==> src/rtl/median_pkg.sv <==
// Shared types and size helpers for the median-window read sequencer.
// The window is (2*FILTER+1)^2 cells; beats carry the cell value plus raster markers.
package median_pkg;

  localparam int DEFAULT_WIDTH  = 8;
  localparam int DEFAULT_FILTER = 3;

  function automatic int calcCells(input int filter);
    return (2 * filter + 1) * (2 * filter + 1);
  endfunction

  function automatic int calcAddrW(input int filter);
    return $clog2(calcCells(filter));
  endfunction

  localparam int DEFAULT_AW = calcAddrW(DEFAULT_FILTER);

  typedef enum logic [1:0] {
    IDLE,
    READ,
    DRAIN,
    DONE
  } reader_state_t;

  typedef struct packed {
    logic [DEFAULT_WIDTH-1:0] data;
    logic [DEFAULT_AW-1:0]    idx;
    logic                     first;
    logic                     last;
  } beat_t;

endpackage

==> src/rtl/median_window_reader_if.sv <==
// Bundles the BRAM read port and the downstream valid/ready stream of the reader.
// The reader side is the master; the BRAM/consumer side is the slave.
interface median_window_reader_if #(
  parameter int WIDTH = 8,
  parameter int AW    = 6
);

  logic             i_start;
  logic [AW-1:0]    o_raddr;
  logic [WIDTH-1:0] i_rdata;
  logic [WIDTH-1:0] o_data;
  logic [AW-1:0]    o_idx;
  logic             o_first;
  logic             o_last;
  logic             o_valid;
  logic             i_ready;
  logic             o_busy;
  logic             o_done;

  modport master (
    input  i_start, i_rdata, i_ready,
    output o_raddr, o_data, o_idx, o_first, o_last, o_valid, o_busy, o_done
  );

  modport slave (
    output i_start, i_rdata, i_ready,
    input  o_raddr, o_data, o_idx, o_first, o_last, o_valid, o_busy, o_done
  );

endinterface

==> src/rtl/median_skid_fifo.sv <==
// Two-entry register FIFO that absorbs the BRAM read latency so the stream
// can run one beat per cycle; a push and pop together on a full FIFO is legal.
module median_skid_fifo
  import median_pkg::*;
#(
  parameter type beat_t = median_pkg::beat_t
) (
  input  logic       clk,
  input  logic       rst,
  input  logic       push_i,
  input  beat_t      pushBeat_i,
  input  logic       pop_i,
  output beat_t      popBeat_o,
  output logic       full_o,
  output logic       empty_o,
  output logic [1:0] count_o
);

  beat_t      mem_q [2];
  logic       wrPtr_q;
  logic       rdPtr_q;
  logic [1:0] count_q;
  logic       doPush;
  logic       doPop;

  assign doPop  = pop_i && (count_q != 2'd0);
  assign doPush = push_i && ((count_q != 2'd2) || doPop);

  always_ff @(posedge clk) begin
    if (rst) begin
      mem_q[0] <= '0;
      mem_q[1] <= '0;
      wrPtr_q  <= 1'b0;
      rdPtr_q  <= 1'b0;
      count_q  <= 2'd0;
    end else begin
      if (doPush) begin
        mem_q[wrPtr_q] <= pushBeat_i;
        wrPtr_q        <= ~wrPtr_q;
      end
      if (doPop) begin
        rdPtr_q <= ~rdPtr_q;
      end
      count_q <= count_q + 2'(doPush) - 2'(doPop);
    end
  end

  assign popBeat_o = mem_q[rdPtr_q];
  assign full_o    = (count_q == 2'd2);
  assign empty_o   = (count_q == 2'd0);
  assign count_o   = count_q;

endmodule

==> src/rtl/median_window_reader.sv <==
// Sweeps the median-window BRAM from cell 0 to N-1 after a start pulse and
// streams the cells out with raster index and first/last markers.
module median_window_reader
  import median_pkg::*;
#(
  parameter int WIDTH  = 8,
  parameter int FILTER = 3
) (
  input  logic                  i_clk,
  input  logic                  i_rst,
  median_window_reader_if.master bus
);

  localparam int            N         = calcCells(FILTER);
  localparam int            AW        = calcAddrW(FILTER);
  localparam logic [AW-1:0] LAST_ADDR = AW'(N - 1);

  typedef struct packed {
    logic [WIDTH-1:0] data;
    logic [AW-1:0]    idx;
    logic             first;
    logic             last;
  } cellBeat_t;

  reader_state_t state_q;
  logic [AW-1:0] addr_q;
  logic [AW-1:0] pendIdx_q;
  logic          inflight_q;
  logic          busy_q;
  logic          done_q;

  logic          pop;
  logic          issue;
  logic          fifoFull;
  logic          fifoEmpty;
  logic [1:0]    fifoCount;
  cellBeat_t     pushBeat;
  cellBeat_t     headBeat;

  // A read may go out only if the beat it returns is guaranteed a FIFO slot.
  assign pop   = !fifoEmpty && bus.i_ready;
  assign issue = (state_q == READ) && (!fifoFull || pop) &&
                 (({1'b0, fifoCount} + {2'b00, inflight_q}) < (3'd2 + {2'b00, pop}));

  assign pushBeat.data  = bus.i_rdata;
  assign pushBeat.idx   = pendIdx_q;
  assign pushBeat.first = (pendIdx_q == '0);
  assign pushBeat.last  = (pendIdx_q == LAST_ADDR);

  always_ff @(posedge i_clk) begin
    if (i_rst) begin
      state_q    <= IDLE;
      addr_q     <= '0;
      pendIdx_q  <= '0;
      inflight_q <= 1'b0;
      busy_q     <= 1'b0;
      done_q     <= 1'b0;
    end else begin
      inflight_q <= issue;
      done_q     <= 1'b0;
      if (issue) begin
        pendIdx_q <= addr_q;
      end
      case (state_q)
        IDLE: begin
          if (bus.i_start) begin
            addr_q  <= '0;
            busy_q  <= 1'b1;
            state_q <= READ;
          end
        end
        READ: begin
          if (issue) begin
            if (addr_q == LAST_ADDR) begin
              state_q <= DRAIN;
            end else begin
              addr_q <= addr_q + 1'b1;
            end
          end
        end
        DRAIN: begin
          if (!inflight_q && fifoEmpty) begin
            state_q <= DONE;
            done_q  <= 1'b1;
          end
        end
        DONE: begin
          addr_q  <= '0;
          busy_q  <= 1'b0;
          state_q <= IDLE;
        end
        default: state_q <= IDLE;
      endcase
    end
  end

  median_skid_fifo #(
    .beat_t(cellBeat_t)
  ) skidFifo (
    .clk       (i_clk),
    .rst       (i_rst),
    .push_i    (inflight_q),
    .pushBeat_i(pushBeat),
    .pop_i     (pop),
    .popBeat_o (headBeat),
    .full_o    (fifoFull),
    .empty_o   (fifoEmpty),
    .count_o   (fifoCount)
  );

  assign bus.o_raddr = addr_q;
  assign bus.o_data  = headBeat.data;
  assign bus.o_idx   = headBeat.idx;
  assign bus.o_first = headBeat.first;
  assign bus.o_last  = headBeat.last;
  assign bus.o_valid = !fifoEmpty;
  assign bus.o_busy  = busy_q;
  assign bus.o_done  = done_q;

endmodule

==> src/flat_wrapper.sv <==
// flat-port wrapper written by rule: the top's interface ports become plain ports
module median_window_reader_flat import median_pkg::*;
#(
  parameter int WIDTH  = 8,
  parameter int FILTER = 3
)
  (i_clk, i_rst, bus_i_start, bus_i_rdata, bus_i_ready, bus_o_raddr, bus_o_data, bus_o_idx, bus_o_first, bus_o_last, bus_o_valid, bus_o_busy, bus_o_done);
  median_window_reader_if #(.WIDTH(WIDTH), .AW((calcAddrW(3)))) bus_i ();
  input  logic i_clk;
  input  logic i_rst;
  input wire logic [$bits(bus_i.i_start)-1:0] bus_i_start;
  input wire logic [$bits(bus_i.i_rdata)-1:0] bus_i_rdata;
  input wire logic [$bits(bus_i.i_ready)-1:0] bus_i_ready;
  output wire logic [$bits(bus_i.o_raddr)-1:0] bus_o_raddr;
  output wire logic [$bits(bus_i.o_data)-1:0] bus_o_data;
  output wire logic [$bits(bus_i.o_idx)-1:0] bus_o_idx;
  output wire logic [$bits(bus_i.o_first)-1:0] bus_o_first;
  output wire logic [$bits(bus_i.o_last)-1:0] bus_o_last;
  output wire logic [$bits(bus_i.o_valid)-1:0] bus_o_valid;
  output wire logic [$bits(bus_i.o_busy)-1:0] bus_o_busy;
  output wire logic [$bits(bus_i.o_done)-1:0] bus_o_done;
  assign bus_i.i_start = bus_i_start;
  assign bus_i.i_rdata = bus_i_rdata;
  assign bus_i.i_ready = bus_i_ready;
  assign bus_o_raddr = bus_i.o_raddr;
  assign bus_o_data = bus_i.o_data;
  assign bus_o_idx = bus_i.o_idx;
  assign bus_o_first = bus_i.o_first;
  assign bus_o_last = bus_i.o_last;
  assign bus_o_valid = bus_i.o_valid;
  assign bus_o_busy = bus_i.o_busy;
  assign bus_o_done = bus_i.o_done;
  median_window_reader #(.WIDTH(WIDTH), .FILTER(FILTER)) u_core (.i_clk(i_clk), .i_rst(i_rst), .bus(bus_i));
endmodule
==> config.mk <==
export PLATFORM = sky130hd
export DESIGN_NAME = median_window_reader_flat
export DESIGN_NICKNAME = d
export VERILOG_FILES = /design/src/rtl/median_pkg.sv /design/src/rtl/median_window_reader_if.sv /design/src/rtl/median_skid_fifo.sv /design/src/rtl/median_window_reader.sv /design/src/flat_wrapper.sv
export SDC_FILE = /design/constraint.sdc
export NUM_CORES = 1
export LEC_CHECK = 0
export BUFFER_PORTS_ARGS = -buffer_cell sky130_fd_sc_hd__buf_4
export CAP_MARGIN = 0
export CORE_MARGIN = 3
export CORE_UTILIZATION = 35
export DETAILED_ROUTE_END_ITERATION = 6
export SYNTH_ARGS = -nofsm -noshare
export SYNTH_HDL_FRONTEND = slang
export SYNTH_SLANG_ARGS = --single-unit
==> constraint.sdc <==
create_clock -name i_clk -period 3.89 [get_ports i_clk]
set_input_delay 1.167 -clock i_clk [delete_from_list [all_inputs] [get_ports i_clk]]
set_output_delay 1.167 -clock i_clk [all_outputs]
set_load 0.05 [all_outputs]
==> impl_metrics.toml <==
[outcome]
status = "complete, no violations"

[setup_path]
cp-start-kind = "register"
crit_type = "reg2out"
crit_path_max_fanout = 16
worstSetupEndpointType = "output port"
required_ns = 2.72
cp_data_arrival_time_ns = 1.72

[sta]
finalCriticalPeriod_ns = 2.89
hold_viol_final = 0
period_share = 0.743
max_freq_ghz = 0.346
setup_viol = 0
slew_headroom = 0.479
drv_slew = 0
rsz0062_at_grt = "false"
fin_setup_tns_ns = 0
worstMarginPinSlew_ns = 0.778
finClkSkew_ns = 0.00378

[synth]
synth_area_leaders = "edfxtp_1, dfxtp_1, mux2_2"
synth.cell_area_um2 = 2560
synthCells = 231
synth_top_area_cell = "edfxtp_1"
yosysSeqAreaShare = 0.548
synthDominantCellAreaShare = 0.376
synth_cell_types = 41
synth_fp_nets = 253
ys_warn_count = 0
synth-main-ff-cell = "edfxtp_1"
synth_edf_count = 32
synthArstFlopShare = 0
synth-seq-cells = 54
syn_avg_cell_area_um2 = 11.1

[power]
p_per_area_nw_per_um2 = 606
p_clk_frac = 0.201
ir_drop_uv = 375
seqPwrFrac = 0.410
switchingPower_w = 0.000704
pwr-share-comb = 0.390
p_int_w = 0.00113
p_leak_nw = 1.23
switching_share = 0.384

[worst_hold_path]
hold_class = "reg2reg"

[route]
first_pass_iters = 4
ant_nets = 0
routed_wl_um = 4770
post_drt_wl_per_cell_um = 13.2
viasPerCell = 4.81
drtIter0Drc = 85
drc = 0
vias = 1730

[floorplan]
start_util = 0.368
die_x_um = 91.5
row_count = 30
coreArea_um2 = 6940
die_y_um = 91.5
die-area_um2 = 8370
pin_count = 37

[clock_tree]
clk_pin_slew_ns = 0.09
cts_buffers = 5
cts_resized = 0
cts_hold_buffers = 0
cts-root-buf = "clkbuf_8"
clock_latency_ns = 0.30
cts.sink_count = 54
cts_max_path_buffers = 2
post_cts_buffers = 0
htree_levels = 2
cts_tree = "done"

[final_layout]
layout_commonest_cell = "buf_4"
area_growth_pct = 18.2
antenna_cells = 0
design_area_um2 = 3030
drive_gt1_frac = 0.265
layout_common_cells = "buf_4, edfxtp_1, dfxtp_1"
fin_nets = 286

[global_route]
first_global_vias = 1723
grt.overflow.total = 0
grt_pass1_wl_um = 8180
grt_use_total = 0.120
antenna_found_initial = 0
grt_max_degree = 29

[job]
drv_cap = 0

[placed_design]
port_buffers = 36
placed_area_um2 = 2920
gp_congestion = 0.709
hpwl_um = 3230
[cells in the mapped netlist, types with 2 or more instances]
library cell  number
and3_1            14
o21ai_1            4
nor2b_1            4
nand2b_1           6
or2_2              2
inv_1              8
or4_1              2
nand4_1            2
a21oi_1           10
o21ai_0            5
edfxtp_1          32
mux2_2            17
nand2_1           15
clkbuf_1           9
nor2_1            14
and2_1            14
xor2_1             3
nand3_1            9
dfxtp_1           22
ha_1              10
nor3_1             2
or3_1              6
a211oi_1           2
buf_1              2
[through the flow]
step | total power (W) | util | hold WS (ns) | std cells | worst slack (ns)
floorplan | 0.00130 | - | 0.448 | 231 | 1.33
global placement | 0.00148 | 0.420 | 0.459 | 353 | 0.786
detailed placement | 0.00148 | 0.420 | 0.454 | 353 | 0.700
CTS | 0.00185 | 0.436 | 0.473 | 360 | 0.963
global route | 0.00194 | 0.436 | 0.488 | 360 | 0.848
finish | 0.00183 | 0.436 | 0.467 | 360 | 0.999
[worst max-delay path: stages, from the launching register on]
cell and delay (ns):
dfxtp_1 0.81, mux2_2 0.42, buf_4 0.19
[cells by family (layout without fill, tap and decap cells)]
| family | after synthesis | after routing | synth area share |
|---|---|---|---|
| buf+inv | 21 | 54 | 0.0328 |
| xor+xnor | 4 | 4 | 0.0137 |
| simple gates | 96 | 96 | 0.208 |
| mux | 17 | 17 | 0.0748 |
| compound gates | 29 | 29 | 0.0738 |
| flops | 54 | 54 | 0.548 |
| fa+ha+maj | 10 | 10 | 0.0489 |
[final timing paths]
path | start | to | slack [ns] | depth (start not counted)
hold / removal | u_core.bus.o_busy$_SDFFE_PP0P_ | u_core.bus.o_busy$_SDFFE_PP0P_ | 0.47 | 2
setup / recovery | register | bus_o_idx[3] | 1.0 | 2
setup reg to reg | u_core.skidFifo.count_o[0]$_SDFF_PP0_ | u_core.skidFifo.mem_q[1][9]$_SDFFCE_PN0P_ | 1.45 | 4
hold reg to reg | u_core.bus.o_busy$_SDFFE_PP0P_ | u_core.bus.o_busy$_SDFFE_PP0P_ | 0.47 | 2
[registers in the layout (all words and copies together), names as in the netlist, named ones only]
name	cells
u_core.skidFifo.mem_q	32
u_core.bus.o_raddr	6
u_core.pendIdx_q	6
u_core.skidFifo.count_o	2
u_core.state_q	2
u_core.bus.o_busy	1
u_core.bus.o_done	1
u_core.inflight_q	1
u_core.skidFifo.rdPtr_q	1
u_core.skidFifo.wrPtr_q	1
[power by group through the flow]
stage	combinational, W	sequential (W)	clock (W)
detailed placement	0.000720	0.000764	0
global route	0.000776	0.000764	0.000398
floorplan	0.000562	0.000738	0
CTS	0.000724	0.000752	0.000378
finish	0.000714	0.000751	0.000368
global placement	0.000713	0.000762	0
[metal layers]
metal / share of wire / track usage
met5: 0 / 0
met4: 0.0080 / 0.0339
met1: 0.47 / 0.149
met3: 0.042 / 0.0315
met2: 0.48 / 0.205
[cell type report]
type                            instances  area (µm²)
Inverter                                8        30.0
Clock buffer                            5        68.8
Timing Repair Buffer                   39         293
Multi-Input combinational cell        156        1070
Tap cell                               96         120
Clock inverter                          2        38.8
Fill cell                             683        3920
Sequential cell                        54        1400
No activity file was read; power rests on OpenSTA's default activity.
